--- src/rtl/wb_arbiter_if.sv ---
`default_nettype none
// ============================================================================
// Module : wb_arbiter_if
// Brief  : Result-source handshake bundle and regfile write-port bundle
//          for the writeback arbiter.
// Rev    : 1.0
// ============================================================================
interface wb_arbiter_if #(
    parameter int S_WIDTH = 32,
    parameter int S_INDEX = 5,
    parameter int NUM_SRC = 4,
    parameter int S_TAG   = 6
);
    logic                       flush;
    logic [NUM_SRC-1:0]         src_valid;
    logic [NUM_SRC-1:0]         src_ready;
    logic [NUM_SRC*S_INDEX-1:0] src_dest;
    logic [NUM_SRC*S_WIDTH-1:0] src_data;
    logic [NUM_SRC*S_TAG-1:0]   src_tag;
    logic                       ld_a;
    logic                       ld_b;
    logic [S_INDEX-1:0]         dest_a;
    logic [S_INDEX-1:0]         dest_b;
    logic [S_WIDTH-1:0]         in_a;
    logic [S_WIDTH-1:0]         in_b;
    logic                       prefer_a;

    modport master (
        output flush, src_valid, src_dest, src_data, src_tag,
        input  src_ready, ld_a, ld_b, dest_a, dest_b, in_a, in_b, prefer_a
    );

    modport slave (
        input  flush, src_valid, src_dest, src_data, src_tag,
        output src_ready, ld_a, ld_b, dest_a, dest_b, in_a, in_b, prefer_a
    );
endinterface
`default_nettype wire

--- src/rtl/wb_arbiter.sv ---
`default_nettype none
// ============================================================================
// Module : wb_arbiter
// Brief  : Round-robin writeback arbiter, up to two results per cycle into the
//          regfile's two write ports. Optional macro WB_DROP_R0_EN suppresses
//          writes to register 0.
// Rev    : 1.0
// ============================================================================
module wb_arbiter #(
    parameter int S_WIDTH = 32,
    parameter int S_INDEX = 5,
    parameter int NUM_SRC = 4,
    parameter int S_TAG   = 6
) (
    input  logic          clk,
    input  logic          rst,
    wb_arbiter_if.slave   bus
);
    localparam int               PTR_W  = (NUM_SRC > 1) ? $clog2(NUM_SRC) : 1;
    localparam logic [PTR_W:0]   C_NUM  = (PTR_W+1)'(NUM_SRC);
    localparam logic [PTR_W-1:0] C_LAST = PTR_W'(NUM_SRC - 1);

    logic [PTR_W-1:0]   r_rr_ptr;
    logic               r_ld_a, r_ld_b, r_prefer;
    logic [S_INDEX-1:0] r_dest_a, r_dest_b;
    logic [S_WIDTH-1:0] r_in_a, r_in_b;

    logic [NUM_SRC-1:0] w_ready;
    logic               w_has_a, w_has_b;
    logic [PTR_W-1:0]   w_idx_a, w_idx_b, w_last, w_next_ptr;
    logic [PTR_W:0]     w_pos;
    logic [S_INDEX-1:0] w_dest_a, w_dest_b;
    logic [S_WIDTH-1:0] w_data_a, w_data_b;
    logic [S_TAG-1:0]   w_tag_a, w_tag_b, w_diff;
    logic               w_young, w_wr_a, w_wr_b, w_prefer;

    // Scan from the round-robin pointer; first two valid sources win A then B.
    always_comb begin
        w_ready = '0;
        w_has_a = 1'b0;
        w_has_b = 1'b0;
        w_idx_a = '0;
        w_idx_b = '0;
        w_pos   = '0;
        if (!(rst || bus.flush)) begin
            for (int k = 0; k < NUM_SRC; k++) begin
                w_pos = {1'b0, r_rr_ptr} + (PTR_W+1)'(k);
                if (w_pos >= C_NUM) begin
                    w_pos = w_pos - C_NUM;
                end
                if (bus.src_valid[w_pos[PTR_W-1:0]] && !w_has_b) begin
                    if (!w_has_a) begin
                        w_has_a = 1'b1;
                        w_idx_a = w_pos[PTR_W-1:0];
                    end else begin
                        w_has_b = 1'b1;
                        w_idx_b = w_pos[PTR_W-1:0];
                    end
                    w_ready[w_pos[PTR_W-1:0]] = 1'b1;
                end
            end
        end
    end

    assign w_dest_a = bus.src_dest[w_idx_a*S_INDEX +: S_INDEX];
    assign w_dest_b = bus.src_dest[w_idx_b*S_INDEX +: S_INDEX];
    assign w_data_a = bus.src_data[w_idx_a*S_WIDTH +: S_WIDTH];
    assign w_data_b = bus.src_data[w_idx_b*S_WIDTH +: S_WIDTH];
    assign w_tag_a  = bus.src_tag[w_idx_a*S_TAG +: S_TAG];
    assign w_tag_b  = bus.src_tag[w_idx_b*S_TAG +: S_TAG];

    // Wrapping tag compare: A is younger when A-B is a small positive distance.
    assign w_diff  = w_tag_a - w_tag_b;
    assign w_young = (w_diff != '0) && !w_diff[S_TAG-1];

`ifdef WB_DROP_R0_EN
    assign w_wr_a = w_has_a && (w_dest_a != '0);
    assign w_wr_b = w_has_b && (w_dest_b != '0);
`else
    assign w_wr_a = w_has_a;
    assign w_wr_b = w_has_b;
`endif

    assign w_prefer   = w_wr_a && w_wr_b && w_young;
    assign w_last     = w_has_b ? w_idx_b : w_idx_a;
    assign w_next_ptr = (w_last == C_LAST) ? '0 : w_last + 1'b1;

    always_ff @(posedge clk) begin
        if (rst) begin
            r_ld_a   <= 1'b0;
            r_ld_b   <= 1'b0;
            r_prefer <= 1'b0;
            r_dest_a <= '0;
            r_dest_b <= '0;
            r_in_a   <= '0;
            r_in_b   <= '0;
            r_rr_ptr <= '0;
        end else begin
            r_ld_a   <= w_wr_a;
            r_ld_b   <= w_wr_b;
            r_prefer <= w_prefer;
            if (w_has_a) begin
                r_dest_a <= w_dest_a;
                r_in_a   <= w_data_a;
                r_rr_ptr <= w_next_ptr;
            end
            if (w_has_b) begin
                r_dest_b <= w_dest_b;
                r_in_b   <= w_data_b;
            end
        end
    end

    assign bus.src_ready = w_ready;
    assign bus.ld_a      = r_ld_a;
    assign bus.ld_b      = r_ld_b;
    assign bus.dest_a    = r_dest_a;
    assign bus.dest_b    = r_dest_b;
    assign bus.in_a      = r_in_a;
    assign bus.in_b      = r_in_b;
    assign bus.prefer_a  = r_prefer;
endmodule
`default_nettype wire

--- src/flat_wrapper.sv ---
// flat-port wrapper written by rule: the top's interface ports become plain ports
module wb_arbiter_flat 
#(
    parameter int S_WIDTH = 32,
    parameter int S_INDEX = 5,
    parameter int NUM_SRC = 4,
    parameter int S_TAG   = 6
)
  (clk, rst, bus_flush, bus_src_valid, bus_src_dest, bus_src_data, bus_src_tag, bus_src_ready, bus_ld_a, bus_ld_b, bus_dest_a, bus_dest_b, bus_in_a, bus_in_b, bus_prefer_a);
  wb_arbiter_if #(.S_WIDTH(S_WIDTH), .S_INDEX(S_INDEX), .NUM_SRC(NUM_SRC), .S_TAG(S_TAG)) bus_i ();
  input  logic clk;
  input  logic rst;
  input wire logic [$bits(bus_i.flush)-1:0] bus_flush;
  input wire logic [$bits(bus_i.src_valid)-1:0] bus_src_valid;
  input wire logic [$bits(bus_i.src_dest)-1:0] bus_src_dest;
  input wire logic [$bits(bus_i.src_data)-1:0] bus_src_data;
  input wire logic [$bits(bus_i.src_tag)-1:0] bus_src_tag;
  output wire logic [$bits(bus_i.src_ready)-1:0] bus_src_ready;
  output wire logic [$bits(bus_i.ld_a)-1:0] bus_ld_a;
  output wire logic [$bits(bus_i.ld_b)-1:0] bus_ld_b;
  output wire logic [$bits(bus_i.dest_a)-1:0] bus_dest_a;
  output wire logic [$bits(bus_i.dest_b)-1:0] bus_dest_b;
  output wire logic [$bits(bus_i.in_a)-1:0] bus_in_a;
  output wire logic [$bits(bus_i.in_b)-1:0] bus_in_b;
  output wire logic [$bits(bus_i.prefer_a)-1:0] bus_prefer_a;
  assign bus_i.flush = bus_flush;
  assign bus_i.src_valid = bus_src_valid;
  assign bus_i.src_dest = bus_src_dest;
  assign bus_i.src_data = bus_src_data;
  assign bus_i.src_tag = bus_src_tag;
  assign bus_src_ready = bus_i.src_ready;
  assign bus_ld_a = bus_i.ld_a;
  assign bus_ld_b = bus_i.ld_b;
  assign bus_dest_a = bus_i.dest_a;
  assign bus_dest_b = bus_i.dest_b;
  assign bus_in_a = bus_i.in_a;
  assign bus_in_b = bus_i.in_b;
  assign bus_prefer_a = bus_i.prefer_a;
  wb_arbiter #(.S_WIDTH(S_WIDTH), .S_INDEX(S_INDEX), .NUM_SRC(NUM_SRC), .S_TAG(S_TAG)) u_core (.clk(clk), .rst(rst), .bus(bus_i));
endmodule
--- config.mk ---
export PLATFORM = sky130hd
export DESIGN_NAME = wb_arbiter_flat
export DESIGN_NICKNAME = d
export VERILOG_FILES = /design/src/rtl/wb_arbiter_if.sv /design/src/rtl/wb_arbiter.sv /design/src/flat_wrapper.sv
export SDC_FILE = /design/constraint.sdc
export NUM_CORES = 1
export LEC_CHECK = 0
export CAP_MARGIN = 0
export CORE_MARGIN = 4
export CORE_UTILIZATION = 40
export CTS_CLUSTER_SIZE = 10
export DETAILED_ROUTE_END_ITERATION = 12
export GPL_TIMING_DRIVEN = 0
export HOLD_SLACK_MARGIN = 0.1
export PLACE_DENSITY = 0.79
export SYNTH_ARGS = -nofsm -noshare
export SYNTH_HDL_FRONTEND = slang
export SYNTH_SLANG_ARGS = --single-unit
export TNS_END_PERCENT = 10
--- constraint.sdc ---
create_clock -name clk -period 5.74 [get_ports clk]
set_clock_uncertainty 0.2 [all_clocks]
set_input_delay 1.435 -clock clk [delete_from_list [all_inputs] [get_ports clk]]
set_output_delay 1.435 -clock clk [all_outputs]
set_load 0.05 [all_outputs]
; ---- Yosys cells after proc, flatten, opt, wreduce, memory -nomap -nowiden
; Cells that the tools add are included.
[word_totals]
n_memories = 0
ramBits = 0
romBits = 0
latch_bits = 0
out_inout_bits = 81
register_bits = 79
word_cells = 126
in_bits = 179
[classes]
n_bitwise = 3
n_reduce_logical = 16
n_div = 0
n_lt_le_gt_ge = 12
eq_ne = 1
n_addsub = 9
mul = 4
shifts = 6
mux = 67
[ops]
columns = op, n
row1 = 128-bit by 8-bit variable part select with 32-bit output, 2
row2 = 2-bit 2-to-1 mux, 25
row3 = 24-bit by 6-bit variable part select with 6-bit output, 2
row4 = 20-bit by 6-bit variable part select with 5-bit output, 2
row5 = 4-bit 2-to-1 mux, 8
row6 = 1-bit 2-to-1 mux, 26
row7 = 2-bit by 3-bit < comparator with 1-bit output (second input constant), 4
row8 = 4-bit bitwise OR, 3
row9 = 1-bit logical AND, 10
row10 = 2-bit by 3-bit multiplier with 5-bit output (second input constant), 2
row11 = 3-bit >= comparator (second input constant), 3
row12 = 1-bit binary-select mux with 2-bit select, 4
row13 = 1-bit demux with 2-bit select, 4
row14 = 2-bit by 1-bit >= comparator with 1-bit output (second input constant), 4
row15 = 2-bit by 2-bit multiplier with 4-bit output (second input constant), 2
row16 = 2-bit by 1-bit subtractor with 2-bit output (second input constant), 4
row17 = 2-bit by 2-bit adder with 3-bit output (second input constant), 2
row18 = 6-bit nonzero test, 1
row19 = 6-bit subtractor, 1
row20 = 1-bit zero test, 4
row21 = 2-bit by 1-bit adder with 3-bit output (second input constant), 1
row22 = 2-bit by 3-bit >= comparator with 1-bit output (second input constant), 1
row23 = 2-bit by 1-bit adder with 2-bit output (second input constant), 1
row24 = 2-bit == test (second input constant), 1
row25 = 1-bit logical OR, 1

; ---- Logic depth before layout (Yosys ltp)
[depth]
ltp_word = 24
ltp_mapped = 25
ltp_nobuf = 20

; ---- Worst setup path before layout
; OpenSTA, ideal clock, no wires.
[synth_path]
path_type = in2out
startpoint = input bus_src_valid[1]
endpoint = output bus_src_ready[0]
arrival_time_ns = 3.529
setup_slack_ns = 0.576
n_path_buf = 2
t_required_ns = 4.105
path_stages = 8
cell_sequence = buf_2 -> mux4_2 -> buf_6 -> nor2_2 -> a21oi_1 -> nor2b_1 -> nand2_1 -> a21oi_1
[synth_between]
elab_chain_cells = 15
elab_cells_between_ends = 34
classes_between = mux (26) / bitwise (3) / reduce/logical (5)
[synth_rtl]
columns = item, line_no
row1 = from (decl), flat_wrapper.sv:14  ; input wire logic [$bits(bus_i.src_valid)-1:0] bus_src_valid;
row2 = 1-bit binary-select mux with 2-bit select, wb_arbiter.sv:51  ; if (bus.src_valid[w_pos[PTR_W-1:0]] && !w_has_b) begin
row3 = 1-bit 2-to-1 mux (not written as such), wb_arbiter.sv:51
row4 = 1-bit 2-to-1 mux, wb_arbiter.sv:51
row5 = 1-bit 2-to-1 mux, wb_arbiter.sv:45  ; if (!(rst || bus.flush)) begin
row6 = 1-bit 2-to-1 mux, wb_arbiter.sv:52  ; if (!w_has_a) begin
row7 = 1-bit 2-to-1 mux, wb_arbiter.sv:51
row8 = 1-bit 2-to-1 mux, wb_arbiter.sv:45
row9 = 1-bit zero test, wb_arbiter.sv:51
row10 = 1-bit logical AND, wb_arbiter.sv:51
row11 = 1-bit 2-to-1 mux, wb_arbiter.sv:51
row12 = 1-bit 2-to-1 mux, wb_arbiter.sv:45
row13 = 1-bit zero test, wb_arbiter.sv:51
row14 = 1-bit logical AND, wb_arbiter.sv:51
row15 = 4-bit 2-to-1 mux (*), wb_arbiter.sv:51
row16 = 4-bit 2-to-1 mux (*), wb_arbiter.sv:45
row17 = to (decl), flat_wrapper.sv:18  ; output wire logic [$bits(bus_i.src_ready)-1:0] bus_src_ready;
; Mark *: on every way between the ends. The rest lies on a longest branch, timed or not. The select of a mux whose other input is x is not followed.

; ---- Worst setup path after layout
[layout_path]
startpoint = input bus_src_valid[1]
endpoint = register u_core.r_prefer, in the netlist u_core.bus.prefer_a
[layout_between]
elab_chain_cells = 21
elab_cells_between_ends = 55
classes_between = add/sub (1) / mul (2) / shift (2) / mux (40) / reduce/logical (10)
[layout_rtl]
columns = item, line_no
row1 = 1-bit binary-select mux with 2-bit select, wb_arbiter.sv:51
row2 = 1-bit 2-to-1 mux (not written as such), wb_arbiter.sv:51
row3 = 1-bit 2-to-1 mux, wb_arbiter.sv:51
row4 = 1-bit 2-to-1 mux, wb_arbiter.sv:45
row5 = 1-bit 2-to-1 mux, wb_arbiter.sv:52
row6 = 1-bit 2-to-1 mux, wb_arbiter.sv:51
row7 = 1-bit 2-to-1 mux, wb_arbiter.sv:45
row8 = 1-bit zero test, wb_arbiter.sv:51
row9 = [... 5 more ...], n/a
row10 = 2-bit 2-to-1 mux, wb_arbiter.sv:51
row11 = 2-bit 2-to-1 mux, wb_arbiter.sv:45
row12 = "2-bit by 2-bit multiplier with 4-bit output, on equally long branches", "wb_arbiter.sv:69, wb_arbiter.sv:70"
row13 = "24-bit by 6-bit variable part select with 6-bit output, on equally long branches", "wb_arbiter.sv:69, wb_arbiter.sv:70"
row14 = 6-bit subtractor, wb_arbiter.sv:73  ; assign w_diff = w_tag_a - w_tag_b;
row15 = 6-bit nonzero test / 1-bit zero test (equally long branches), wb_arbiter.sv:74  ; assign w_young = (w_diff != '0) && !w_diff[S_TAG-1];
row16 = 1-bit logical AND, wb_arbiter.sv:74
row17 = 1-bit logical AND (*), wb_arbiter.sv:84  ; assign w_prefer = w_wr_a && w_wr_b && w_young;
row18 = to (signal assigned), wb_arbiter.sv:101  ; r_prefer <= w_prefer;
row19 = to (decl), wb_arbiter.sv:24  ; logic r_ld_a, r_ld_b, r_prefer;
; Marked as above.
; A chain may end at the register's enable or synchronous reset.

==> metrics list <==
- Overall power consumption after layout is estimated at roughly 3.1 mW.
* GRT Overall Usage: about 30%
- Kind of critical path: input port to flip-flop
- Cells fill around 62% of the core in the end.
* Count of flip-flops with a built-in enable after synthesis: 0
* Fraction of layout instances using a drive strength above 1: 13.4%
* Summed instance area of the synthesized netlist: 6380 µm²
* Core Area: 15400 µm²
- The die covers 18000 µm².
- Max Cap Viol: 0
* Latest clock arrival within the worst-skew pair: 0.35 ns
* Cell count after synthesis: 874
* Total Nets Final: 1334
- Total half-perimeter wirelength after legalization and detailed placement: 21.1 mm
- #FFs+latches synth: 79
- Number of warnings reported in the yosys synthesis log: 0
* Area delta synth->final: 49.9%
* Top-count cell post-synth: sky130_fd_sc_hd__nand2_1
- Measured against its own limit, the worst slew margin works out to 41.5%.
- Clock root buffer master: sky130_fd_sc_hd__clkbuf_16
- Static timing analysis puts the maximum clock frequency at 0.174 GHz.
* Post-layout min period: 5.76 ns
- Top cell types by occurrence after synthesis: sky130_fd_sc_hd__nand2_1, sky130_fd_sc_hd__nand3_1, sky130_fd_sc_hd__dfxtp_1
- Power density over the cells: 321 nW/µm²
- The worst setup path is launched from an input port.
- Data on the critical path is required at its endpoint by just under 6 ns.
* Antenna diode count: 0
- The initial utilization of the core area, before any placement, comes to 41.3%.
* Storage element area: 1580 µm²
- Number of failing setup endpoints in the final timing report: 1
* Antenna violations before repair: 0
- Clock-pin transition on the worst setup and hold timing paths: about 0.07 ns
- Yosys top cell by area: sky130_fd_sc_hd__dfxtp_1
* CTS buffer count: 9
* Run status: finished, violations left
* First-pass GRT wire length: 42.2 mm
* # fillers: 1442
- The congestion estimate from routability-driven global placement came to a little under 1.
- I/O Buffers: ~260
* Detailed router's first-iteration violation count: 768
- Final instance count without filler cells: 1359
- The worst-case IR drop observed on VDD is 178 µV.
* Setup repair after global routing missed its margin: true
- Critical path capture point type: flip-flop
- The number of hold violations in the final report is 0.
* Final critical-path share of the clock period: 100%
- Chip width: between 100 and 150 µm
- Maximum clock path buffer count: 2
* Clock tree from TritonCTS: built
- Sequential area share after synthesis: between 20% and 30%
* Violated checks: setup timing
- Measured along the y axis, the die boundary spans between 100 and 150 µm.
- The number of global-route vias before repair came to approximately 7.6k.
- After floorplanning, the core was divided into 45 placement rows.
* Count of cell types in the netlist: 64
* Total via count in the routed design: 7837
- For the final routed database, the setup TNS stands at -0.0189 ns.
- For this run, asynchronously set or reset flops after synthesis account for 0%.
- Synthesized netlist net count: 1065
- Post-synthesis average cell area: 7.30 µm²
* Pin count of the biggest net entering global routing: 15
- The total overflow left after global routing is 0.
- Buffers inserted to repair hold after CTS numbered 0.
- Data arrival time of the worst path: 5.81 ns
- Hold timing on the final database bottoms out at a slack of 0.251 ns.
* IO Count: 260
- In the final layout, the multi-input gates occupy roughly 4400 µm².
- Final setup slack of the worst path: -0.0189 ns
* Class of the tightest hold or removal check: flip-flop to flip-flop
- Of the total power, the clock network draws 22.8%.
- The final-report max-slew violation count is 0.
- The analysis attributes to net switching a power of 1.35 mW.
* Ys flop type: sky130_fd_sc_hd__dfxtp_1
* Share of Yosys cell area claimed by the top area cell type: 24.8%
- Htree depth: 3
- In this run switching power makes up between 40% and 50% of total power.
* Leakage power summed over all cells: between 3 and 4 nW
- Slew @ Worst Pin: 0.878 ns
- Of the total power, registers draw 23.2%.
* Top area cells in the synthesized netlist: sky130_fd_sc_hd__dfxtp_1, sky130_fd_sc_hd__nand2_1, sky130_fd_sc_hd__nand3_1, sky130_fd_sc_hd__mux2_2, sky130_fd_sc_hd__a31o_2
* Total clock sinks: 79
* Routed len/inst: 21.0 µm
- In the routed layout, each cell is associated on average with a via count of a little under 6.
- Routed wire length: between 20 and 30 mm
* Largest driver fanout on the critical path: 10
- The internal power of the cells totals approximately 1.7 mW.
- Residual DRC: 0
* Combinational share of power: between 50% and 60%
* Antenna-violating nets left: 0
- Counting tap cells, the placed design contains a total of 1343 instances.
* Number of detailed-route iterations in the first pass: 7
## worst max-delay path: stages
cell and delay, ns:
sky130_fd_sc_hd__clkdlybuf4s50_1 0.45, sky130_fd_sc_hd__buf_2 0.20, sky130_fd_sc_hd__mux4_2 0.49, sky130_fd_sc_hd__buf_6 0.17, sky130_fd_sc_hd__xnor2_2 0.19, sky130_fd_sc_hd__o211ai_2 0.16
sky130_fd_sc_hd__nand3_1 0.25, sky130_fd_sc_hd__buf_1 0.67, sky130_fd_sc_hd__nand2_1 0.13, sky130_fd_sc_hd__nand2_1 0.09, sky130_fd_sc_hd__nor2_1 0.04, sky130_fd_sc_hd__a31oi_1 0.14
sky130_fd_sc_hd__ha_1 0.21, sky130_fd_sc_hd__nor2b_1 0.06, sky130_fd_sc_hd__o21ai_1 0.27, sky130_fd_sc_hd__nand2b_1 0.10, sky130_fd_sc_hd__a21o_1 0.18, sky130_fd_sc_hd__a21oi_1 0.21
sky130_fd_sc_hd__xnor2_1 0.16, sky130_fd_sc_hd__xnor2_1 0.14, sky130_fd_sc_hd__nor2_1 0.07
## registers in the layout (all words and copies together), names as in the netlist
| name | cells |
|---|---|
| u_core.bus.in_b | 32 |
| u_core.r_rr_ptr | 2 |
| u_core.bus.ld_a | 1 |
| u_core.bus.prefer_a | 1 |
| u_core.bus.dest_a | 5 |
| u_core.bus.in_a | 32 |
| u_core.bus.dest_b | 5 |
| u_core.bus.ld_b | 1 |
## per-stage QoR
step                      worst slack, ns  area, µm²
after floorplan                     0.576       6380
after global placement             -0.486       9220
after detailed placement           -0.513       9220
after CTS                         0.00322       9570
after global routing               -0.127       9560
final                             -0.0189       9560
## routing by layer
layer  share of wire, %  up-vias  track usage, %
li1                   -     3642               -
met1                 39     3654            36.4
met2                 46      463            49.6
met3                 11       78            8.81
met4                3.9        0            14.2
met5                  0        -               0
## cell families (layout without fill, tap and decap cells)
kind of cell             Yosys count  in the layout  share of synthesized area [%]
AO/OA/AOI/OAI                    164            164                           19.0
AND/OR/NAND/NOR                  454            454                           33.0
multiplexers                      72             72                           12.9
adder cells (fa/ha/maj)           12             12                           2.47
flip-flops                        79             79                           24.8
buffers and inverters             85            359                           6.61
XOR/XNOR                           8              8                           1.22
## worst paths after layout
path,from,endpoint,slack (ns),cells past startpoint
min,u_core.bus.in_b[17]$_SDFFE_PP0P_,u_core.bus.in_b[17]$_SDFFE_PP0P_,0.25,2
max,bus_src_valid[1],u_core.bus.prefer_a$_SDFF_PP0_,-0.02,21
max reg2reg,u_core.r_rr_ptr[0]$_SDFFE_PP0P_,u_core.bus.prefer_a$_SDFF_PP0_,0.22,22
min reg2reg,u_core.bus.in_b[17]$_SDFFE_PP0P_,u_core.bus.in_b[17]$_SDFFE_PP0P_,0.25,2
## placed cells by master (no fill, tap or decap), drive strengths merged, types with 3 or more instances in the layout
cell           synthesis  routed
a211oi                 6       6
a21oi                 37      37
a221oi                 8       8
a222oi                 4       4
a22oi                 21      21
a31o                  37      37
a31oi                  5       5
and2                   4       4
and3                   4       4
buf                   42      41
bufinv                 0       3
clkbuf                36      50
clkdlybuf4s50          0     254
clkinv                 1       3
dfxtp                 79      79
ha                    11      11
inv                    6       7
mux2                  40      40
mux2i                 28      28
mux4                   4       4
nand2                271     271
nand3                103     103
nand4                  3       3
nor2                  11      11
nor2b                  3       3
nor3                   3       3
nor3b                 39      39
o211ai                 4       4
o21ai                 30      30
xnor2                  6       6
## area by class of cell
class | count | area share, %
Inverter | 7 | 0.275
Sequential cell | 79 | 16.5
Buffer | 78 | 4.25
Clock buffer | 9 | 2.36
Tap cell | 211 | 2.76
Timing Repair Buffer | 258 | 26.8
Multi-Input combinational cell | 710 | 45.8
Clock inverter | 7 | 1.26
## power groups by stage
stage	clock (mW)	combinational, mW	sequential (mW)
floorplan	0	0.732	1.04
global placement	0	1.62	0.716
finish	0.699	1.66	0.711
global route	0.719	1.75	0.722
detailed placement	0	1.63	0.720
CTS	0.699	1.64	0.709
## repair_timing
| item | CTS | global route |
|---|---|---|
| buffers inserted | 0 | 0 |
| gates resized for setup | 11 | 13 |
| pin swaps | 0 | 0 |
| setup endpoints to repair | 5 | 5 |
Note: power is estimated with default switching activity, not from simulation.
